$ cat src/rtl/core_pkg.sv
// rtl/core_pkg.sv - shared types and helpers for the memory-access stage
package core_pkg;

  typedef enum logic [1:0] {
    MEM_B = 2'd0,
    MEM_H = 2'd1,
    MEM_W = 2'd2
  } mem_size_e;

  typedef enum logic [1:0] {
    ST_IDLE = 2'd0,
    ST_REQ  = 2'd1,
    ST_WAIT = 2'd2
  } state_e;

  localparam logic [5:0] REG_ZERO = 6'd0;

  // Halves must sit on even addresses, words on multiples of four.
  function automatic logic is_misaligned(input logic [1:0] size, input logic [1:0] off);
    logic bad;
    bad = 1'b0;
    if (size == MEM_H && off[0] != 1'b0)
      bad = 1'b1;
    if (size == MEM_W && off != 2'b00)
      bad = 1'b1;
    return bad;
  endfunction

  function automatic logic [3:0] store_strb(input logic [1:0] size, input logic [1:0] off);
    logic [3:0] strb;
    case (size)
      MEM_B:   strb = 4'b0001 << off;
      MEM_H:   strb = off[1] ? 4'b1100 : 4'b0011;
      default: strb = 4'b1111;
    endcase
    return strb;
  endfunction

  function automatic logic [31:0] store_data(input logic [1:0] size, input logic [31:0] wdata);
    logic [31:0] d;
    case (size)
      MEM_B:   d = {4{wdata[7:0]}};
      MEM_H:   d = {2{wdata[15:0]}};
      default: d = wdata;
    endcase
    return d;
  endfunction

endpackage

$ cat src/rtl/load_align.sv
// rtl/load_align.sv - lane select and sign/zero extension of a loaded word
module load_align
  import core_pkg::*;
(
  input  logic [31:0] rdata,
  input  logic [1:0]  byte_off,
  input  logic [1:0]  size,
  input  logic        is_unsigned,
  output logic [31:0] data
);

  logic [31:0] shifted;

  assign shifted = rdata >> {byte_off, 3'b000};

  always_comb begin
    data = shifted;
    case (size)
      MEM_B:   data = is_unsigned ? {24'b0, shifted[7:0]}
                                  : {{24{shifted[7]}}, shifted[7:0]};
      MEM_H:   data = is_unsigned ? {16'b0, shifted[15:0]}
                                  : {{16{shifted[15]}}, shifted[15:0]};
      default: data = shifted;
    endcase
  end

endmodule

$ cat src/rtl/mem_access.sv
// rtl/mem_access.sv - memory stage: loads/stores over a request bus and write-back pulse
module mem_access
  import core_pkg::*;
#(
  parameter int ADDR_W = 32
) (
  input  logic              clk,
  input  logic              rst,
  input  logic              in_valid,
  output logic              in_ready,
  input  logic [31:0]       in_result,
  input  logic [31:0]       in_addr,
  input  logic [31:0]       in_wdata,
  input  logic              in_mem_read,
  input  logic              in_mem_write,
  input  logic [1:0]        in_size,
  input  logic              in_unsigned,
  input  logic              in_reg_write_enabled,
  input  logic [5:0]        in_reg_write_dest,
  output logic              mem_req_valid,
  input  logic              mem_req_ready,
  output logic              mem_req_we,
  output logic [ADDR_W-1:0] mem_req_addr,
  output logic [31:0]       mem_req_wdata,
  output logic [3:0]        mem_req_wstrb,
  input  logic              mem_resp_valid,
  input  logic [31:0]       mem_resp_rdata,
  output logic              wb_valid,
  output logic              wb_reg_write_enabled,
  output logic [5:0]        wb_reg_write_dest,
  output logic [31:0]       wb_data,
  output logic              fault,
  output logic              busy
);

  state_e state, state_nxt;

  logic              accept;
  logic              mem_op;
  logic              bad_op;
  logic [ADDR_W-1:0] addr_lo;

  logic [ADDR_W-1:0] lat_addr;
  logic              lat_we;
  logic [3:0]        lat_wstrb;
  logic [31:0]       lat_wdata;
  logic [1:0]        lat_size;
  logic              lat_unsigned;
  logic              lat_reg_we;
  logic [5:0]        lat_dest;
  logic [31:0]       load_data;

  assign addr_lo = in_addr[ADDR_W-1:0];
  assign accept  = in_valid && in_ready;
  assign mem_op  = in_mem_read || in_mem_write;
  assign bad_op  = mem_op && ((in_size == 2'd3) || (in_mem_read && in_mem_write) ||
                              is_misaligned(in_size, addr_lo[1:0]));

  always_ff @(posedge clk or posedge rst) begin
    if (rst)
      state <= ST_IDLE;
    else
      state <= state_nxt;
  end

  // Responses only count in WAIT, so a response coincident with the handshake is dropped.
  always_comb begin
    state_nxt = state;
    case (state)
      ST_IDLE: if (accept && mem_op && !bad_op) state_nxt = ST_REQ;
      ST_REQ:  if (mem_req_ready)               state_nxt = ST_WAIT;
      ST_WAIT: if (mem_resp_valid)              state_nxt = ST_IDLE;
      default:                                  state_nxt = ST_IDLE;
    endcase
  end

  always_comb begin
    in_ready      = (state == ST_IDLE);
    busy          = (state != ST_IDLE);
    mem_req_valid = (state == ST_REQ);
    mem_req_we    = lat_we;
    mem_req_addr  = {lat_addr[ADDR_W-1:2], 2'b00};
    mem_req_wdata = lat_wdata;
    mem_req_wstrb = lat_wstrb;
  end

  load_align u_load_align (
    .rdata       (mem_resp_rdata),
    .byte_off    (lat_addr[1:0]),
    .size        (lat_size),
    .is_unsigned (lat_unsigned),
    .data        (load_data)
  );

  always_ff @(posedge clk or posedge rst) begin
    if (rst) begin
      lat_addr             <= '0;
      lat_we               <= 1'b0;
      lat_wstrb            <= 4'b0;
      lat_wdata            <= 32'b0;
      lat_size             <= 2'b0;
      lat_unsigned         <= 1'b0;
      lat_reg_we           <= 1'b0;
      lat_dest             <= REG_ZERO;
      wb_valid             <= 1'b0;
      wb_reg_write_enabled <= 1'b0;
      wb_reg_write_dest    <= REG_ZERO;
      wb_data              <= 32'b0;
      fault                <= 1'b0;
    end else begin
      wb_valid <= 1'b0;
      fault    <= 1'b0;
      if (state == ST_IDLE && accept) begin
        if (!mem_op) begin
          wb_valid             <= 1'b1;
          wb_data              <= in_result;
          wb_reg_write_enabled <= in_reg_write_enabled && (in_reg_write_dest != REG_ZERO);
          wb_reg_write_dest    <= in_reg_write_dest;
        end else if (bad_op) begin
          fault <= 1'b1;
        end else begin
          lat_addr     <= addr_lo;
          lat_we       <= in_mem_write;
          lat_wstrb    <= in_mem_write ? store_strb(in_size, addr_lo[1:0]) : 4'b0;
          lat_wdata    <= in_mem_write ? store_data(in_size, in_wdata) : 32'b0;
          lat_size     <= in_size;
          lat_unsigned <= in_unsigned;
          lat_reg_we   <= in_reg_write_enabled;
          lat_dest     <= in_reg_write_dest;
        end
      end else if (state == ST_WAIT && mem_resp_valid) begin
        wb_valid             <= 1'b1;
        wb_data              <= lat_we ? 32'b0 : load_data;
        wb_reg_write_enabled <= !lat_we && lat_reg_we && (lat_dest != REG_ZERO);
        wb_reg_write_dest    <= lat_dest;
      end
    end
  end

endmodule

$ cat config.mk
export PLATFORM = sky130hd
export DESIGN_NAME = mem_access
export DESIGN_NICKNAME = d
export VERILOG_FILES = /design/src/rtl/core_pkg.sv /design/src/rtl/load_align.sv /design/src/rtl/mem_access.sv
export SDC_FILE = /design/constraint.sdc
export NUM_CORES = 1
export LEC_CHECK = 0
export CELL_PAD_IN_SITES_DETAIL_PLACEMENT = 2
export CELL_PAD_IN_SITES_GLOBAL_PLACEMENT = 2
export CORE_ASPECT_RATIO = 1.25
export CORE_MARGIN = 2
export CORE_UTILIZATION = 24
export CTS_CLUSTER_SIZE = 16
export DETAILED_ROUTE_END_ITERATION = 8
export PLACE_DENSITY_LB_ADDON = 0.1
export SLEW_MARGIN = 20
export SYNTH_ARGS = -nofsm -noshare
export SYNTH_HDL_FRONTEND = slang
export SYNTH_HIERARCHICAL = 1
export SYNTH_SLANG_ARGS = --single-unit
$ cat constraint.sdc
create_clock -name clk -period 3.85 [get_ports clk]
set_input_delay 0.5775 -clock clk [delete_from_list [all_inputs] [get_ports clk]]
set_output_delay 0.5775 -clock clk [all_outputs]
set_load 0.05 [all_outputs]
# Yosys cells after proc, flatten, opt, wreduce, memory -nomap -nowiden
# Cells that the tools add are included.
op_classes:
  bitwise_logic: 1
  muxes: 30
  n_eq_ne: 10
  shifts: 2
  n_reduce_logical: 28
op_table:
  columns: ["cell", "count"]
  rows:
  - ["two-way mux 32 bit", 7]
  - ["one-hot mux 32 bit (2 select lines)", 2]
  - ["right shift 32 x 5 -> 32 bit", 1]
  - ["two-way mux 6 bit", 3]
  - ["logical AND 1 bit", 12]
  - ["nonzero test 6 bit", 2]
  - ["two-way mux 1 bit", 11]
  - ["two-way mux 4 bit", 2]
  - ["one-hot mux 4 bit (2 select lines)", 1]
  - ["== test 2 x 1 -> 1 bit, second input constant", 3]
  - ["== test 2 bit, second input constant", 3]
  - ["zero test 2 bit", 3]
  - ["two-way mux 2 bit", 3]
  - ["one-hot mux 2 bit (3 select lines)", 1]
  - ["AND reduction 3 bit", 2]
  - ["nonzero test 2 bit", 3]
  - ["!= test 2 x 1 -> 1 bit, second input constant", 2]
  - ["!= test 2 bit, second input constant", 2]
  - ["<< shifter 1 x 2 -> 4 bit, first input constant", 1]
  - ["logical OR 1 bit", 3]
  - ["zero test 1 bit", 2]
  - ["AND reduction 2 bit", 1]
  - ["NOT 1 bit", 1]
word_totals:
  regBits: 122
  out_inout_bits: 113
  elab_cells: 85
  in_bits: 145

# Depth between registers and ports, before layout
depth:
  ltp_word: 10
  depth_mapped: 8
  ltp_nobuf: 6

# Modules after synthesis
# Netlist, hierarchy kept.
by_module_without_submodules:
  columns: ["mod", "area_per_inst_um2", "cells_each", "seq_area_each_um2", "instances"]
  rows:
  - ["mem_access", 5896.9, 556, 3052.9, 1]
  - ["load_align", 768.2, 103, 0.0, 1]

# Worst setup path before layout
# OpenSTA, ideal clock, no wires.
synth_timing:
  kind: "register -> output"
  startpoint: "register state[0]"
  endpoint: "output port busy"
  path_stages_with_launch: 3
  path_buffers: 0
  setup_slack_ps: 1716
  arrival_time_ps: 1557
  t_required_ps: 3273
  path_cell_list: "dfrtp_1 nor2_1 inv_1"
synth_between:
  elab_chain_cells: 1
synth_lines:
  columns: ["item", "line", "source"]
  rows:
  - ["start, declared", "mem_access.sv:36", "state_e state, state_nxt;"]
  - ["start signal, assigned", "mem_access.sv:63", "state <= state_nxt;"]
  - ["nonzero test 2 bit", "mem_access.sv:79", "busy = (state != ST_IDLE);"]
  - ["end, declared", "mem_access.sv:33", "output logic busy"]
# No other way between the ends.

# Worst setup path in the final report
layout_timing:
  startpoint: "register state[0]"
  endpoint: "output port mem_req_valid"
layout_between:
  elab_chain_cells: 1
layout_lines:
  columns: ["item", "line", "source"]
  rows:
  - ["== test 2 x 1 -> 1 bit", "mem_access.sv:80", "mem_req_valid = (state == ST_REQ);"]
  - ["end, declared", "mem_access.sv:20", "output logic mem_req_valid,"]
# No other way between the ends.

==> results_dict.tcl <==
set metrics [dict create \
    status "finished, final reports clean" \
    avgSynthCellArea_um2 10.1 \
    fin_ws_ns 1.25 \
    grt_max_degree 80 \
    post-route-min-period_ns 2.60 \
    ant_nets 0 \
    rr_endpoint "wb_data[23]" \
    initial_utilization_pct 24.3 \
    place_ws_ns 0.955 \
    die_w_um 153 \
    peakVddDrop_v 0.000285 \
    timing.fmax_mhz 385 \
    total_leakage_power_nw 3.96 \
    r2r_cells 7 \
    antenna_cells 0 \
    worst_setup_path_start_kind "flip-flop" \
    row_count 68 \
    gr-total-overflow 0 \
    fin_util_pct 36.0 \
    multi_input_area_um2 3070 \
    final_layout_size_suffix_gt1_share_pct 14.5 \
    synth_top_cells_by_area "dfrtp_1, mux2_2, mux2i_1, a21oi_1, buf_4" \
    rsz0062_at_grt "false" \
    path_clk_slew_ns 0.06 \
    slew_headroom_pct 47.2 \
    clock_sinks 122 \
    area_delta_synth_final_pct 48.6 \
    rr_startpoint "lat_addr[1]" \
    drc 0 \
    cp_max_fo 5 \
    power_mw 8.29 \
    synthXorXnorAreaFrac_pct 0.263 \
    synth_top_family_by_area "multiplexers" \
    maxSlewViolCount 0 \
    hold_class "flip-flop to flip-flop" \
    ioPinCount 258 \
    clock-skew-final_ns 0.00549 \
    yosys.area_share.adder_pct 0 \
    min_to "lat_addr[26]" \
    synth.area.mux_share_pct 19.3 \
    placed_cells 1200 \
    synth-simple-area-share_pct 12.5 \
    nNetsFinal 1014 \
    setup_tns_ns 0 \
    drtIter0Drc 135 \
    nFillCells 2988 \
    rrSetupSlack_ns 1.60 \
    port_buffers 255 \
    synth.cell_area_um2 6670 \
    htree_levels 4 \
    synth_compound_area_share_pct 13.6 \
    wl_per_cell_um 20.1 \
    clockBufferDepth 2 \
    place_area_um2 9330 \
    critPathCaptureType "primary output" \
    synth_ff_type "dfrtp_1" \
    hold_violations 0 \
    critical_path_class "flip-flop to primary output" \
    core_um2 27500 \
    critPathArrivalTime_ns 2.02 \
    holdPathStages 1 \
    holdWs_ns 0.508 \
    vias_per_cell 4.64 \
    ys_seq_area_share_pct 45.8 \
    cts_setup_buffers 0 \
    ff_latch_area_um2 3050 \
    stdcell_count 1232 \
    async_flop_share_pct 100 \
    fin_crit_sh_pct 67.5 \
    drt-total-wl_mm 24.8 \
    hp-start "lat_addr[26]" \
    cp.required_ns 3.27 \
    dp_hpwl_mm 18.7 \
    clock_latency_ns 0.42 \
    yosysTopAreaCell "dfrtp_1" \
    cts_buffers 17 \
    cts-root-buf "clkbuf_16" \
    synth_edf_count 0 \
    ys_types 40 \
    grt_pass1_wl_mm 38.9 \
    maxCapViolCount 0 \
    cts_tree "built" \
    hold_buffers 0 \
    synth-seq-cells 122 \
    grt_usage_pct 17.3 \
    ys_warn_count 6 \
    grt_pass1_vias 6755 \
    yosysTopAreaCellShare_pct 45.8 \
    die_h_um 190 \
    syn_inst 659 \
    worst_pin_slew_ns 0.792 \
    cts_resized 0 \
    fin_area_um2 9900 \
    setup_viol 0 \
    power_per_cell_area_nw_per_um2 837 \
    drt_first_pass_iters 4 \
    num_vias 5713 \
    die_area_um2 29100 \
    gp_congestion 0.740 \
    grt_antenna_before_repair 0 \
]
==> placed cells by master (no fill, tap or decap), types with 2 or more instances in the layout <==
cell	instances
clkdlybuf4s50_1	255
dfrtp_1	122
a21oi_1	94
mux2_2	61
mux2i_1	57
nor2_1	46
nand2_1	36
nor3b_1	32
inv_1	21
o21ai_0	21
nor2b_1	21
clkbuf_16	17
buf_4	15
o22ai_1	9
or2_2	9
a21boi_0	8
o2bb2ai_1	8
clkinv_2	7
a211oi_1	7
nand2b_1	3
or4_1	2
conb_1	2
clkinvlp_4	2
clkinv_4	2
bufinv_16	2
mux2_4	2
==> power by group <==
part | leakage [nW] | total, mW | internal (mW) | switching [mW]
clock network | 0.282 | 1.58 | 0.962 | 0.621
registers | 1.46 | 2.15 | 1.81 | 0.334
logic | 2.22 | 4.56 | 1.64 | 2.92
==> kinds of logic after synthesis <==
kind of cell,after synthesis
other,1
xor gates and xnor gates,2
buffers and inverters,103
muxes,120
and+or+nand+nor,157
AOI/OAI and AO/OA,154
DFF,122
==> synthesized netlist by cell type, drive strengths merged, types with 2 or more instances <==
cell,number
nor2,48
o21ai,21
a21boi,8
o2bb2ai,8
or4b,2
a21oi,95
mux2,63
a211oi,7
dfrtp,122
clkbuf,20
nand2,36
nor2b,21
nor3b,33
or2,9
inv,22
mux2i,57
o22ai,9
buf,61
or4,2
nand2b,3
==> registers in the layout (all words and copies together) (netlist names), 2 cells and up <==
signal and count:
lat_dest 6, mem_req_wdata 32, state 2, lat_addr 32, wb_data 32, lat_size 2
mem_req_wstrb 4, wb_reg_write_dest 6
==> worst max-delay path by stage <==
stage                  from                   end  slack (ns)  cells past startpoint
4_1_cts            state[0]         mem_req_valid        1.19                      2
2_1_floorplan           rst                 fault        0.03                      1
3_3_place_gp   in_mem_write  wb_reg_write_enabled        1.10                      6
3_5_place_dp   in_mem_write            wb_data[5]        0.96                      6
5_1_grt            state[0]         mem_req_valid        1.15                      2
6_report           state[0]         mem_req_valid        1.25                      2
==> area by class of cell <==
type | instances | share of cell area (%)
multi-input cells | 435 | 31.0
flip-flops and latches | 122 | 30.8
repair buffers | 271 | 27.1
clock buffers | 19 | 4.47
well taps | 350 | 4.42
clock inverters | 13 | 1.29
inverters | 22 | 0.884
==> critical path, cell delays in order, from the launching register on <==
cell and delay, ns:
dfrtp_1 0.46, nor2b_1 0.27, clkdlybuf4s50_1 0.87
==> per-layer routing <==
| metal | routed length [µm] | vias up | global-route usage [%] |
|---|---|---|---|
| li1 | - | 2681 | - |
| met5 | 0 | - | 0 |
| met2 | 13000 | 169 | 30.9 |
| met3 | 1650 | 19 | 6.07 |
| met4 | 321 | 0 | 4.59 |
| met1 | 9860 | 2844 | 19.5 |
Power figures use the tool's default switching activity.
